$ cat config.mk
export PLATFORM = sky130hd
export DESIGN_NAME = btn_press_classifier
export DESIGN_NICKNAME = d
export VERILOG_FILES = /design/src/rtl/btn_press_classifier.sv
export SDC_FILE = /design/constraint.sdc
export NUM_CORES = 1
export LEC_CHECK = 0
export BUFFER_PORTS_ARGS = -buffer_cell sky130_fd_sc_hd__clkbuf_2
export CAP_MARGIN = 0
export CORE_ASPECT_RATIO = 2
export CORE_MARGIN = 5
export CORE_UTILIZATION = 45
export DETAILED_ROUTE_END_ITERATION = 10
export GPL_TIMING_DRIVEN = 1
export PLACE_DENSITY_LB_ADDON = 0.08
export SYNTH_ARGS = -nofsm -noshare
export SYNTH_HDL_FRONTEND = slang
export SYNTH_SLANG_ARGS = --single-unit
$ cat constraint.sdc
create_clock -name clk -period 3.5 [get_ports clk]
set_clock_uncertainty 0.15 [all_clocks]
set_input_delay 0.7 -clock clk [delete_from_list [all_inputs] [get_ports clk]]
set_output_delay 0.7 -clock clk [all_outputs]
set_load 0.05 [all_outputs]
$ cat src/rtl/btn_press_classifier.sv
// rtl/btn_press_classifier.sv - classify debounced button activity into short/long/repeat/held events
module btn_press_classifier #(
    parameter int CLK_HZ    = 50_000_000,
    parameter int LONG_MS   = 800,
    parameter int REPEAT_MS = 100,
    parameter bit REPEAT_EN = 1'b1
) (
    input  logic clk,
    input  logic rst_n,
    input  logic level,
    input  logic rise,
    input  logic fall,
    output logic short_press,
    output logic long_press,
    output logic repeat_pulse,
    output logic held
);

    // Timing derived from a 1 ms prescale of the system clock.
    localparam int TICKS  = (CLK_HZ / 1000 < 1) ? 1 : CLK_HZ / 1000;
    localparam int N_LONG = LONG_MS * TICKS;
    localparam int N_REP  = REPEAT_MS * TICKS;
    localparam int N_MAX  = (N_LONG > N_REP) ? N_LONG : N_REP;
    localparam int CW     = $clog2(N_MAX + 1);

    // In PRESS the counter holds (cycles since rise - 1), so long_press is
    // registered when cnt + 1 reaches N_LONG - 1 and becomes visible exactly
    // N_LONG cycles after the rise cycle.
    localparam logic [CW-1:0] LONG_LAST = CW'(N_LONG - 1);
    // In LONG the repeat counter holds (cycles since long_press) mod N_REP.
    localparam logic [CW-1:0] REP_LAST  = CW'(N_REP - 1);
    // A one-cycle long threshold must be reached straight from the rise edge.
    localparam bit LONG_ON_RISE = (N_LONG == 1);

    typedef enum logic [1:0] {
        IDLE  = 2'd0,
        PRESS = 2'd1,
        LONG  = 2'd2
    } state_t;

    state_t        state;
    logic [CW-1:0] cnt;
    logic [CW-1:0] rcnt;

    // Press classifier FSM with all outputs registered; pulses default low each cycle.
    always_ff @(posedge clk or negedge rst_n) begin
        if (!rst_n) begin
            state        <= IDLE;
            cnt          <= '0;
            rcnt         <= '0;
            short_press  <= 1'b0;
            long_press   <= 1'b0;
            repeat_pulse <= 1'b0;
            held         <= 1'b0;
        end else begin
            short_press  <= 1'b0;
            long_press   <= 1'b0;
            repeat_pulse <= 1'b0;

            case (state)
                IDLE: begin
                    // Level and fall are meaningless without a preceding rise.
                    if (rise) begin
                        cnt  <= '0;
                        rcnt <= '0;
                        if (LONG_ON_RISE) begin
                            state      <= LONG;
                            long_press <= 1'b1;
                            held       <= 1'b1;
                        end else begin
                            state <= PRESS;
                            held  <= 1'b0;
                        end
                    end
                end

                PRESS: begin
                    if (rise) begin
                        // A fresh rise restarts timing; the aborted press is dropped.
                        cnt  <= '0;
                        rcnt <= '0;
                        if (LONG_ON_RISE) begin
                            state      <= LONG;
                            long_press <= 1'b1;
                            held       <= 1'b1;
                        end else begin
                            state <= PRESS;
                        end
                    end else if (fall) begin
                        // Released before the long threshold.
                        short_press <= 1'b1;
                        state       <= IDLE;
                        cnt         <= '0;
                    end else if (!level) begin
                        // Level dropped without a fall pulse: abandon quietly.
                        state <= IDLE;
                        cnt   <= '0;
                    end else if ((cnt + CW'(1)) == LONG_LAST) begin
                        long_press <= 1'b1;
                        held       <= 1'b1;
                        state      <= LONG;
                        cnt        <= '0;
                        rcnt       <= '0;
                    end else begin
                        cnt <= cnt + CW'(1);
                    end
                end

                LONG: begin
                    if (rise) begin
                        cnt  <= '0;
                        rcnt <= '0;
                        if (LONG_ON_RISE) begin
                            state      <= LONG;
                            long_press <= 1'b1;
                            held       <= 1'b1;
                        end else begin
                            state <= PRESS;
                            held  <= 1'b0;
                        end
                    end else if (fall || !level) begin
                        // Release (or inconsistent level) ends the hold without a pulse.
                        held  <= 1'b0;
                        state <= IDLE;
                        rcnt  <= '0;
                    end else if (rcnt == REP_LAST) begin
                        // Counter wraps on every repeat, so any hold length is safe.
                        rcnt         <= '0;
                        repeat_pulse <= REPEAT_EN;
                    end else begin
                        rcnt <= rcnt + CW'(1);
                    end
                end

                default: begin
                    state <= IDLE;
                    cnt   <= '0;
                    rcnt  <= '0;
                    held  <= 1'b0;
                end
            endcase
        end
    end

endmodule

## Word level (Yosys, flattened, before mapping)

Index checks and enable logic that the tools add are counted.

| cells by class | value |
|---|---|
| add/subtract/negate cells | 2 |
| equality and inequality tests | 15 |
| muxes and demuxes | 42 |
| reduce and logical (&&, ||, !) cells | 7 |

Operators by type and width:

| cell | number |
|---|---|
| two-way mux 26 bit | 12 |
| one-hot mux 26 bit (3 select lines) | 1 |
| adder 26 x 1 -> 26 bit (second input constant) | 2 |
| one-hot mux 26 bit (2 select lines) | 1 |
| equality test 26 x 23 -> 1 bit (second input constant) | 1 |
| equality test 26 bit (second input constant) | 1 |
| two-way mux 1 bit | 19 |
| two-way mux 2 bit | 7 |
| inequality test 3 bit (second input constant) | 4 |
| inequality test 2 bit (second input constant) | 5 |
| one-hot mux 2 bit (3 select lines) | 1 |
| AND reduction 6 bit | 1 |
| inequality test 5 bit (second input constant) | 1 |
| AND reduction 4 bit | 1 |
| one-hot mux 1 bit (3 select lines) | 1 |
| AND reduction 3 bit | 1 |
| equality test 2 x 1 -> 1 bit (second input constant) | 1 |
| equality test 2 bit (second input constant) | 1 |
| zero test 2 bit | 1 |
| inequality test 2 x 1 -> 1 bit (second input constant) | 1 |
| OR reduction 2 bit | 1 |
| zero test 1 bit | 1 |
| logical OR 1 bit | 1 |

| word-level totals | value |
|---|---|
| register bits | 58 |
| output and inout bits | 4 |
| word-level logic and storage cells | 73 |

## Depth between registers and ports, before layout

Gate-level depths: netlist (run 1).

| logic depth | value |
|---|---|
| word-level depth | 7 |
| mapped depth | 11 |
| gate-level depth less buffers | 9 |

## Least setup slack after synthesis (run 1)

OpenSTA, ideal clock, no wires.

| timing path | value |
|---|---|
| kind | reg2reg |
| from | register cnt[1] |
| to | register rcnt[8] |
| arrival time | 2556 ps |
| setup slack | 661 ps |
| stages on the path, launching flop included | 11 |
| period minus slack after synthesis | 2839 ps |
| path through | dfrtp_1 -> ha_1 -> nand4_1 -> o21ai_0 -> a32o_1 -> a2111oi_0 -> nand4_1 -> o31a_4 -> buf_6 -> o21ai_1 -> o31ai_1 |

| on the way | value |
|---|---|
| cells in the longest elaborated chain, start to end | 4 |

RTL lines:

| what | line | source |
|---|---|---|
| start, declared | 42 | `logic [CW-1:0] cnt;` |
| start signal, assigned | 105 | `cnt <= cnt + CW'(1);` |
| adder 26 x 1 -> 26 bit | 98 | `end else if ((cnt + CW'(1)) == LONG_LAST) begin` |
| equality test 26 bit | 98 |  |
| inequality test 3 bit (no line) | - |  |
| AND reduction 4 bit (no line) | - |  |
| end signal, assigned | 131 | `rcnt <= rcnt + CW'(1);` |
| end, declared | 43 | `logic [CW-1:0] rcnt;` |

No other way between the ends.
A chain may end at the register's enable or synchronous reset.

## Worst setup path after layout (run 1)

| timing path | value |
|---|---|
| from | register cnt[1] |
| to | register cnt[6] |

| on the way | value |
|---|---|
| cells in the longest elaborated chain, start to end | 7 |

RTL lines:

| what | line | source |
|---|---|---|
| adder 26 x 1 -> 26 bit * | 98, 105 |  |
| equality test 26 bit | 98 |  |
| two-way mux 26 bit * | 98 |  |
| two-way mux 26 bit * | 94 | `end else if (!level) begin` |
| two-way mux 26 bit * | 89 | `end else if (fall) begin` |
| two-way mux 26 bit * | 78 | `if (rise) begin` |
| one-hot mux 26 bit (2 select lines) * | 60 | `case (state)` |

Mark *: on every way between the ends. The rest lies on a longest branch, timed or not.

==> results of run 1 <==
==> critical path, cell delays in order (launching register included) <==
cell and delay, ns:
dfrtp_1 0.41, ha_1 0.26, nand4_1 0.33, nor4_4 0.39, and3_1 0.27, xor2_1 0.09, a2111o_1 0.43, o21a_4 0.35
and3_1 0.23, a221o_1 0.25
==> final timing paths <==
check,from,end,slack (ns),cells past startpoint
min,rcnt[25],rcnt[25],0.32,1
min reg2reg,rcnt[25],rcnt[25],0.32,1
max reg2reg,cnt[1],cnt[6],0.21,9
max,cnt[1],cnt[6],0.21,9
min in group asynchronous,rst_n,cnt[14],0.35,2
max in group asynchronous,rst_n,rcnt[20],2.33,2
==> metal layers <==
layer	GRT usage, %	vias to the layer above	routed length, µm
met5	0	-	0
met3	4.22	16	392
li1	-	1542	-
met2	28.2	83	3990
met4	8.62	0	167
met1	26.5	1545	3940
==> sequential cells by signal (all words and copies together), names as in the netlist <==
register / flops
repeat_pulse: 1
rcnt: 26
long_press: 1
state: 2
cnt: 26
short_press: 1
held: 1
==> report_power, final <==
part	switching, mW	leakage, nW	internal (mW)
sequential	0.00656	0.806	0.678
clock	0.304	0.156	0.639
combinational	0.0597	0.724	0.0178
total	0.370	1.69	1.33
==> layout by cell type (no fill, tap or decap), types with 3 or more instances in the layout <==
cell type	Yosys	routed
xnor2_1	6	6
nand2_1	45	45
mux2i_1	3	3
nand3_1	30	30
or2_2	3	3
nor4_1	6	6
or3_1	6	6
inv_1	5	5
clkbuf_16	0	9
nor3_1	5	5
clkbuf_2	0	8
xor2_1	3	3
and4_1	4	4
a21oi_1	15	15
a22o_1	5	5
a21o_1	3	3
a31oi_1	7	7
buf_4	0	7
nand4_1	16	16
ha_1	3	3
nand2b_1	5	5
nor2b_1	6	6
dfrtp_1	58	58
o211ai_1	4	4
nor2_1	26	26
o21ai_1	42	42
and3_1	17	17
o21ai_0	14	14
and2_1	12	12
o31ai_1	11	11
==> layout make-up <==
class / count / area, µm²
Fill cell: 752 / 3850
Timing Repair Buffer: 15 / 92.6
Inverter: 5 / 18.8
Clock inverter: 5 / 77.6
Tap cell: 96 / 120
Multi-Input combinational cell: 328 / 1970
Clock buffer: 11 / 243
Sequential cell: 58 / 1450
==> cells by family after synthesis <==
family	share of synthesized area (%)
muxes	1.15
xor gates and xnor gates	2.20
AOI/OAI and AO/OA	20.2
DFF	40.6
and+or+nand+nor	30.5
buffers and inverters	4.30
adders and majority gates	1.05
==> flow_summary.ini, run 1 <==
[run_status]
status = finished clean

[final_layout]
final_core_util_pct = 50.8
fin_nets = 425
finalNonFillerCells = 518
antenna_cells = 0
final_layout_size_suffix_gt1_share_pct = 10.4
fin_area_um2 = 3980
area_growth_pct = 11.1

[timing]
worst_slack_ns = 0.213
layout_min_cycle_time_ns = 3.29
rsz0062_at_grt = false
slew_violations = 0
max_freq_ghz = 0.304
whs_ns = 0.316
worst_pin_slew_ns = 0.755
finalSetupViolCount = 0
max_slew_margin_pct = 49.6
fin_crit_sh_pct = 93.9
tns_ns = 0
hold_viol_final = 0

[synthesis]
synthDistinctLibCells = 58
ys.flop_type = dfrtp_1
synth_seq_cells = 58
synth_edf_count = 0
syn_inst = 416
async_flop_share_pct = 100
synth_common_cells = dfrtp_1, nand2_1, o21ai_1
syn_nets = 424
yosysMostFrequentCell = dfrtp_1
synthTopCellsByArea = dfrtp_1, o21ai_1, nand2_1, nand3_1, and3_1
synth_area_per_cell_um2 = 8.60
yosys_warnings = 0
synth_top_area_cell = dfrtp_1
yosysTopAreaCellShare_pct = 40.6
ys_seq_area_share_pct = 40.6
syn_area_um2 = 3580

[detailed_routing]
wl_per_cell_um = 16.4
num_vias = 3186
firstDrtPassIters = 4
wirelength_um = 8490
antenna_left = 0
drc_errors = 0
routed_via_density = 6.15
drt_iter0_drc = 207

[clock_network]
clock_path_buffers = 2
cts_tree = yes
cts_buffers = 9
cts.hold.buffers_added = 0
htree_num_levels = 3
ctsResizeCount = 0
clk_pin_slew_ns = 0.05
clk_latency_ns = 0.34
clockRootBuffer = clkbuf_16
clkSinkCount = 58
post_cts_buffers = 0

[floorplanning]
die_area_um2 = 9940
die_height_um = 136
ioPinCount = 9
die_w_um = 73.0
core_area_um2 = 7830
initial_core_util_pct = 45.7
row_count = 46

[place]
dp_slack_ns = 0.235
gp_congestion = 0.873
dp_cells = 502
dpl_cell_area_um2 = 3650
dp_hpwl_um = 5570
portBuffers = 8

[power_and_ir_drop]
powerDensity_nw_per_um2 = 429
total_power_mw = 1.70
leakage_nw = 1.69
ir_drop_uv = 332

[worst_setup_path]
cp.arrival_ns = 3.35
critPathCaptureType = flip-flop
cp.required_ns = 3.57
cp_max_fo = 32
cp-start-kind = flip-flop
worstSetupPathType = flip-flop to flip-flop

[global_routing]
grt_pass1_vias = 3037
antenna_found_initial = 0
grt_max_degree = 59
grt_pass1_wl_um = 14900
grt_use_total_pct = 19.1
grt_remaining_overflow = 0

[run]
maxCapViolations = 0

[hold_path]
hold_class = flip-flop to flip-flop
(Power assumes the default switching activity.)
==> inputs of run 2 (changes only) <==
- clock period: 3.5 -> 4.1 ns (I/O delays scaled with it)
==> run 2 against run 1 <==
Register-to-register slack improved by 0.58 ns. Sequential power decreased by 15%. Cell area decreased by 1.4%. Wire length increased by 1.7%. Die area unchanged. Non-clock buffer count unchanged.
==> flow_summary.ini, run 2 (synthesis gave the netlist of run 1 again) <==
[run_status]
status = finished clean

[final_layout]
final_core_util_pct = 50.1
antenna_cells = 0
finalNonFillerCells = 518
final_cell_mix = dfrtp_1, nand2_1, o21ai_1
final_layout_size_suffix_gt1_share_pct = 9.95
layout_commonest_cell = dfrtp_1
fin_area_um2 = 3920
area_growth_pct = 9.58
largestRegisters = cnt x26, rcnt x26, state x2
fin_nets = 425

[hold_path]
hold_path_depth = 1
hold_class = flip-flop to flip-flop
min_from = rcnt[25]
min_to = rcnt[25]

[floorplanning]
row_count = 46
core_area_um2 = 7830
die_w_um = 73.0
ioPinCount = 9
initial_core_util_pct = 45.7
die_height_um = 136
die_area_um2 = 9940

[power_and_ir_drop]
total_power_mw = 1.33
combPwrFrac_pct = 5.2
p_sw_share_pct = 23.4
p_int_mw = 1.02
leakage_nw = 1.66
clkPwrFrac_pct = 50.7
ir_drop_uv = 212
p_switching_mw = 0.310
powerDensity_nw_per_um2 = 338
seq_power_share_pct = 44.1

[timing]
layout_min_cycle_time_ns = 3.30
whs_ns = 0.331
hold_viol_final = 0
max_freq_ghz = 0.303
worst_slack_ns = 0.796
max_slew_margin_pct = 26.7
slew_violations = 0
rsz0062_at_grt = false
fin_crit_sh_pct = 80.6
finalSetupViolCount = 0
worst_pin_slew_ns = 1.10
tns_ns = 0

[detailed_routing]
drt_iter0_drc = 274
routed_via_density = 6.17
drc_errors = 0
firstDrtPassIters = 6
wl_per_cell_um = 16.7
wirelength_um = 8630
antenna_left = 0
num_vias = 3196

[clock_network]
cts_tree = yes
cts.hold.buffers_added = 0
clkSinkCount = 58
post_cts_buffers = 0
cts_buffers = 9
clock_path_buffers = 2
htree_num_levels = 3
clk_pin_slew_ns = 0.05
clk_latency_ns = 0.34
clockRootBuffer = clkbuf_16
ctsResizeCount = 0

[place]
dp_cells = 502
gp_congestion = 0.822
dp_slack_ns = 0.766
dpl_cell_area_um2 = 3650
dp_hpwl_um = 5800
portBuffers = 8

[global_routing]
grt_pass1_vias = 2994
antenna_found_initial = 0
grt_pass1_wl_um = 14600
grt_remaining_overflow = 0
grt_max_degree = 33
grt_use_total_pct = 18.6

[worst_setup_path]
cp-start-kind = flip-flop
worstSetupPathType = flip-flop to flip-flop
cp_cell_sequence = ha_1, nand4_1, o21ai_0, a32o_1, a2111oi_0, nand4_1, o21a_4, and3_1, a221o_1
rrSetupSlack_ns = 0.80
r2r-end = cnt[6]
path_common_cell = nand4_1
cp.arrival_ns = 3.37
critical-path-max-stage-delay_ns = 0.47
cp.required_ns = 4.16
worst-path-buf-inv = 0
reg2regPathDepth = 9
crit_family = compound AO/OA/AOI/OAI gates
cp_max_fo = 32
slowest_stage = a2111oi_0
r2r_start = cnt[1]
critPathCaptureType = flip-flop

[run]
maxCapViolations = 0
[run 2: cell count changes in the layout (fill, tap and decap cells not counted)]
cell,change
bufinv_16,-2
clkbuf_1,+2
clkinv_2,+1
clkinvlp_4,-1
[run 2: power groups by stage]
stage / Clock [mW] / Sequential, mW / Combinational, mW
finish: 0.673 / 0.585 / 0.0687
global route: 0.710 / 0.586 / 0.0759
CTS: 0.689 / 0.585 / 0.0700
detailed placement: 0 / 0.594 / 0.0696
global placement: 0 / 0.593 / 0.0680
floorplan: 0 / 0.609 / 0.0269
[run 2: routing by layer]
metal	vias up	GRT usage (%)	part of all wire [%]
met3	12	2.81	3.6
met1	1558	26.3	47
met2	76	27.5	47
met5	-	0	0
met4	0	9.14	2.2
li1	1550	-	-
[run 2: worst max-delay path by stage]
| stage | cells after the start | slack (ns) | to | startpoint |
|---|---|---|---|---|
| 6_report | 9 | 0.80 | cnt[6] | cnt[1] |
| 5_1_grt | 9 | 0.54 | rcnt[10] | cnt[1] |
| 4_1_cts | 9 | 0.75 | cnt[6] | cnt[1] |
| 3_5_place_dp | 9 | 0.77 | cnt[6] | cnt[1] |
| 3_3_place_gp | 9 | 0.91 | cnt[6] | cnt[1] |
| 2_1_floorplan | 10 | 1.26 | rcnt[8] | cnt[1] |
[run 2: area by class of cell]
type / instances / area (µm²)
Fill cell: 805 / 3910
Multi-Input combinational cell: 328 / 1970
Sequential cell: 58 / 1450
Clock buffer: 13 / 250
Tap cell: 96 / 120
Timing Repair Buffer: 15 / 92.6
Inverter: 5 / 18.8
Clock inverter: 3 / 15.0
==> inputs of run 3 (changes only) <==
- clock period: 4.1 -> 3.4 ns (I/O delays scaled with it)
==> run 3 against run 2 <==
Critical path depth rose by 1. Combinational power up 15%. Global-route usage fell by 0.065 points. Non-clock buffer count grew 2. Via count is 0.31% lower. Sequential power is 21% higher. Highest routed layer unchanged. Utilization is 0.54 points higher. Wire length is 2.9% lower. Fmax increased by 3.4%. Largest cell class unchanged. Final cell count up 0.19%. Cell area increased by 1.1%.
==> flow_summary.ini, run 3 (synthesis gave the netlist of run 1 again) <==
[run_status]
status = finished clean

[clock_network]
clock_path_buffers = 2
clk_pin_slew_ns = 0.05
clockRootBuffer = clkbuf_16
htree_num_levels = 3
clkSinkCount = 58
cts.hold.buffers_added = 0
clk_latency_ns = 0.33
cts_tree = yes
cts_buffers = 9

[detailed_routing]
firstDrtPassIters = 5
routed_via_density = 6.14
wl_per_cell_um = 16.2
antenna_left = 0
num_vias = 3186
drc_errors = 0
drt_iter0_drc = 293
wirelength_um = 8380

[hold_path]
hold_class = flip-flop to flip-flop

[floorplanning]
initial_core_util_pct = 45.7
die_height_um = 136
ioPinCount = 9
die_w_um = 73.0
core_area_um2 = 7830
row_count = 46
die_area_um2 = 9940

[global_routing]
grt_remaining_overflow = 0
grt_use_total_pct = 18.6
grt_max_degree = 59
grt_pass1_wl_um = 14600
grt_pass1_vias = 3005
antenna_found_initial = 0

[power_and_ir_drop]
total_power_mw = 1.66
ir_drop_uv = 274
leakage_nw = 1.68
powerDensity_nw_per_um2 = 419

[timing]
worst_slack_ns = 0.206
hold_viol_final = 0
fin_crit_sh_pct = 93.9
max_slew_margin_pct = 51.1
layout_min_cycle_time_ns = 3.19
slew_violations = 0
worst_pin_slew_ns = 0.734
finalSetupViolCount = 0
tns_ns = 0
max_freq_ghz = 0.313
rsz0062_at_grt = false

[final_layout]
antenna_cells = 0
final_cell_mix = dfrtp_1, nand2_1, o21ai_1
fill_cells = 785
final_layout_size_suffix_gt1_share_pct = 10.6
fin_nets = 427
final_core_util_pct = 50.6
largestRegisters = cnt x26, rcnt x26, state x2
area_growth_pct = 10.8
layout_commonest_cell = dfrtp_1

[worst_setup_path]
cp_max_fo = 32
critical-path-max-stage-delay_ns = 0.46
cp_cell_sequence = ha_1, nand4_1, buf_4, nor4_4, nand3_2, xor2_1, a2111o_1, o21a_4, and3_1, a221o_1
cp.arrival_ns = 3.26
slowest_stage = a2111o_1
cp-start-kind = flip-flop
worst-path-buf-inv = 1
cp.required_ns = 3.46
worstSetupPathType = flip-flop to flip-flop
crit_family = compound AO/OA/AOI/OAI gates
critPathCaptureType = flip-flop

[place]
gp_congestion = 0.849
portBuffers = 8
dp_hpwl_um = 5450
dp_slack_ns = -0.0244

[run]
maxCapViolations = 0
==> run 3: power by group <==
part	total [mW]	switching, mW	leakage [nW]	internal [mW]
clock	0.878	0.299	0.142	0.579
combinational	0.0792	0.0608	0.732	0.0184
sequential	0.705	0.00652	0.806	0.698
total	1.66	0.366	1.68	1.30
==> run 3: worst paths after layout <==
| path | endpoint | cells after the start | startpoint | slack, ns |
|---|---|---|---|---|
| max | cnt[6] | 10 | cnt[1] | 0.21 |
| min | rcnt[25] | 1 | rcnt[25] | 0.32 |
| max reg2reg | cnt[6] | 10 | cnt[1] | 0.21 |
| min reg2reg | rcnt[25] | 1 | rcnt[25] | 0.32 |
| max in group asynchronous | rcnt[4] | 2 | rst_n | 2.27 |
| min in group asynchronous | cnt[13] | 2 | rst_n | 0.35 |
==> run 3: repair_timing <==
item                                    4_1_cts  5_1_grt
endpoints found under the setup margin       10       38
setup buffers                                 0        1
pin swaps                                     0        1
gates resized for setup                       1        1
==> run 3: per-layer routing <==
metal  global-route usage, %  up-vias  share of wire (%)
met1                    26.5     1549                 47
met5                       0        -                  0
li1                        -     1545                  -
met3                    3.26       15                4.4
met2                    27.2       77                 46
met4                    8.11        0                2.4
==> run 3: stage by stage <==
| step | instance area (µm²) | hold WS [ns] | instances |
|---|---|---|---|
| 3_5_place_dp | 3660 | 0.314 | 503 |
| 4_1_cts | 3950 | 0.322 | 518 |
| 2_1_floorplan | 3580 | 0.234 | 416 |
| 3_3_place_gp | 3660 | 0.312 | 503 |
| 5_1_grt | 3960 | 0.338 | 519 |
| 6_report | 3960 | 0.321 | 519 |
==> run 3: worst register-to-register path, stage by stage, from the launching register on <==
cell and delay [ns]:
dfrtp_1 0.40, ha_1 0.28, nand4_1 0.17, buf_4 0.20, nor4_4 0.29, nand3_2 0.15
xor2_1 0.16, a2111o_1 0.46, o21a_4 0.34, and3_1 0.23, a221o_1 0.25
==> run 3: area by class of cell <==
type | count | area [µm²] | area share [%]
multi-input cells | 328 | 1980 | 49.9
clock inverters | 3 | 40.0 | 1.01
repair buffers | 17 | 108 | 2.72
inverters | 5 | 18.8 | 0.474
well taps | 96 | 120 | 3.03
flip-flops and latches | 58 | 1450 | 36.6
clock buffers | 12 | 246 | 6.22
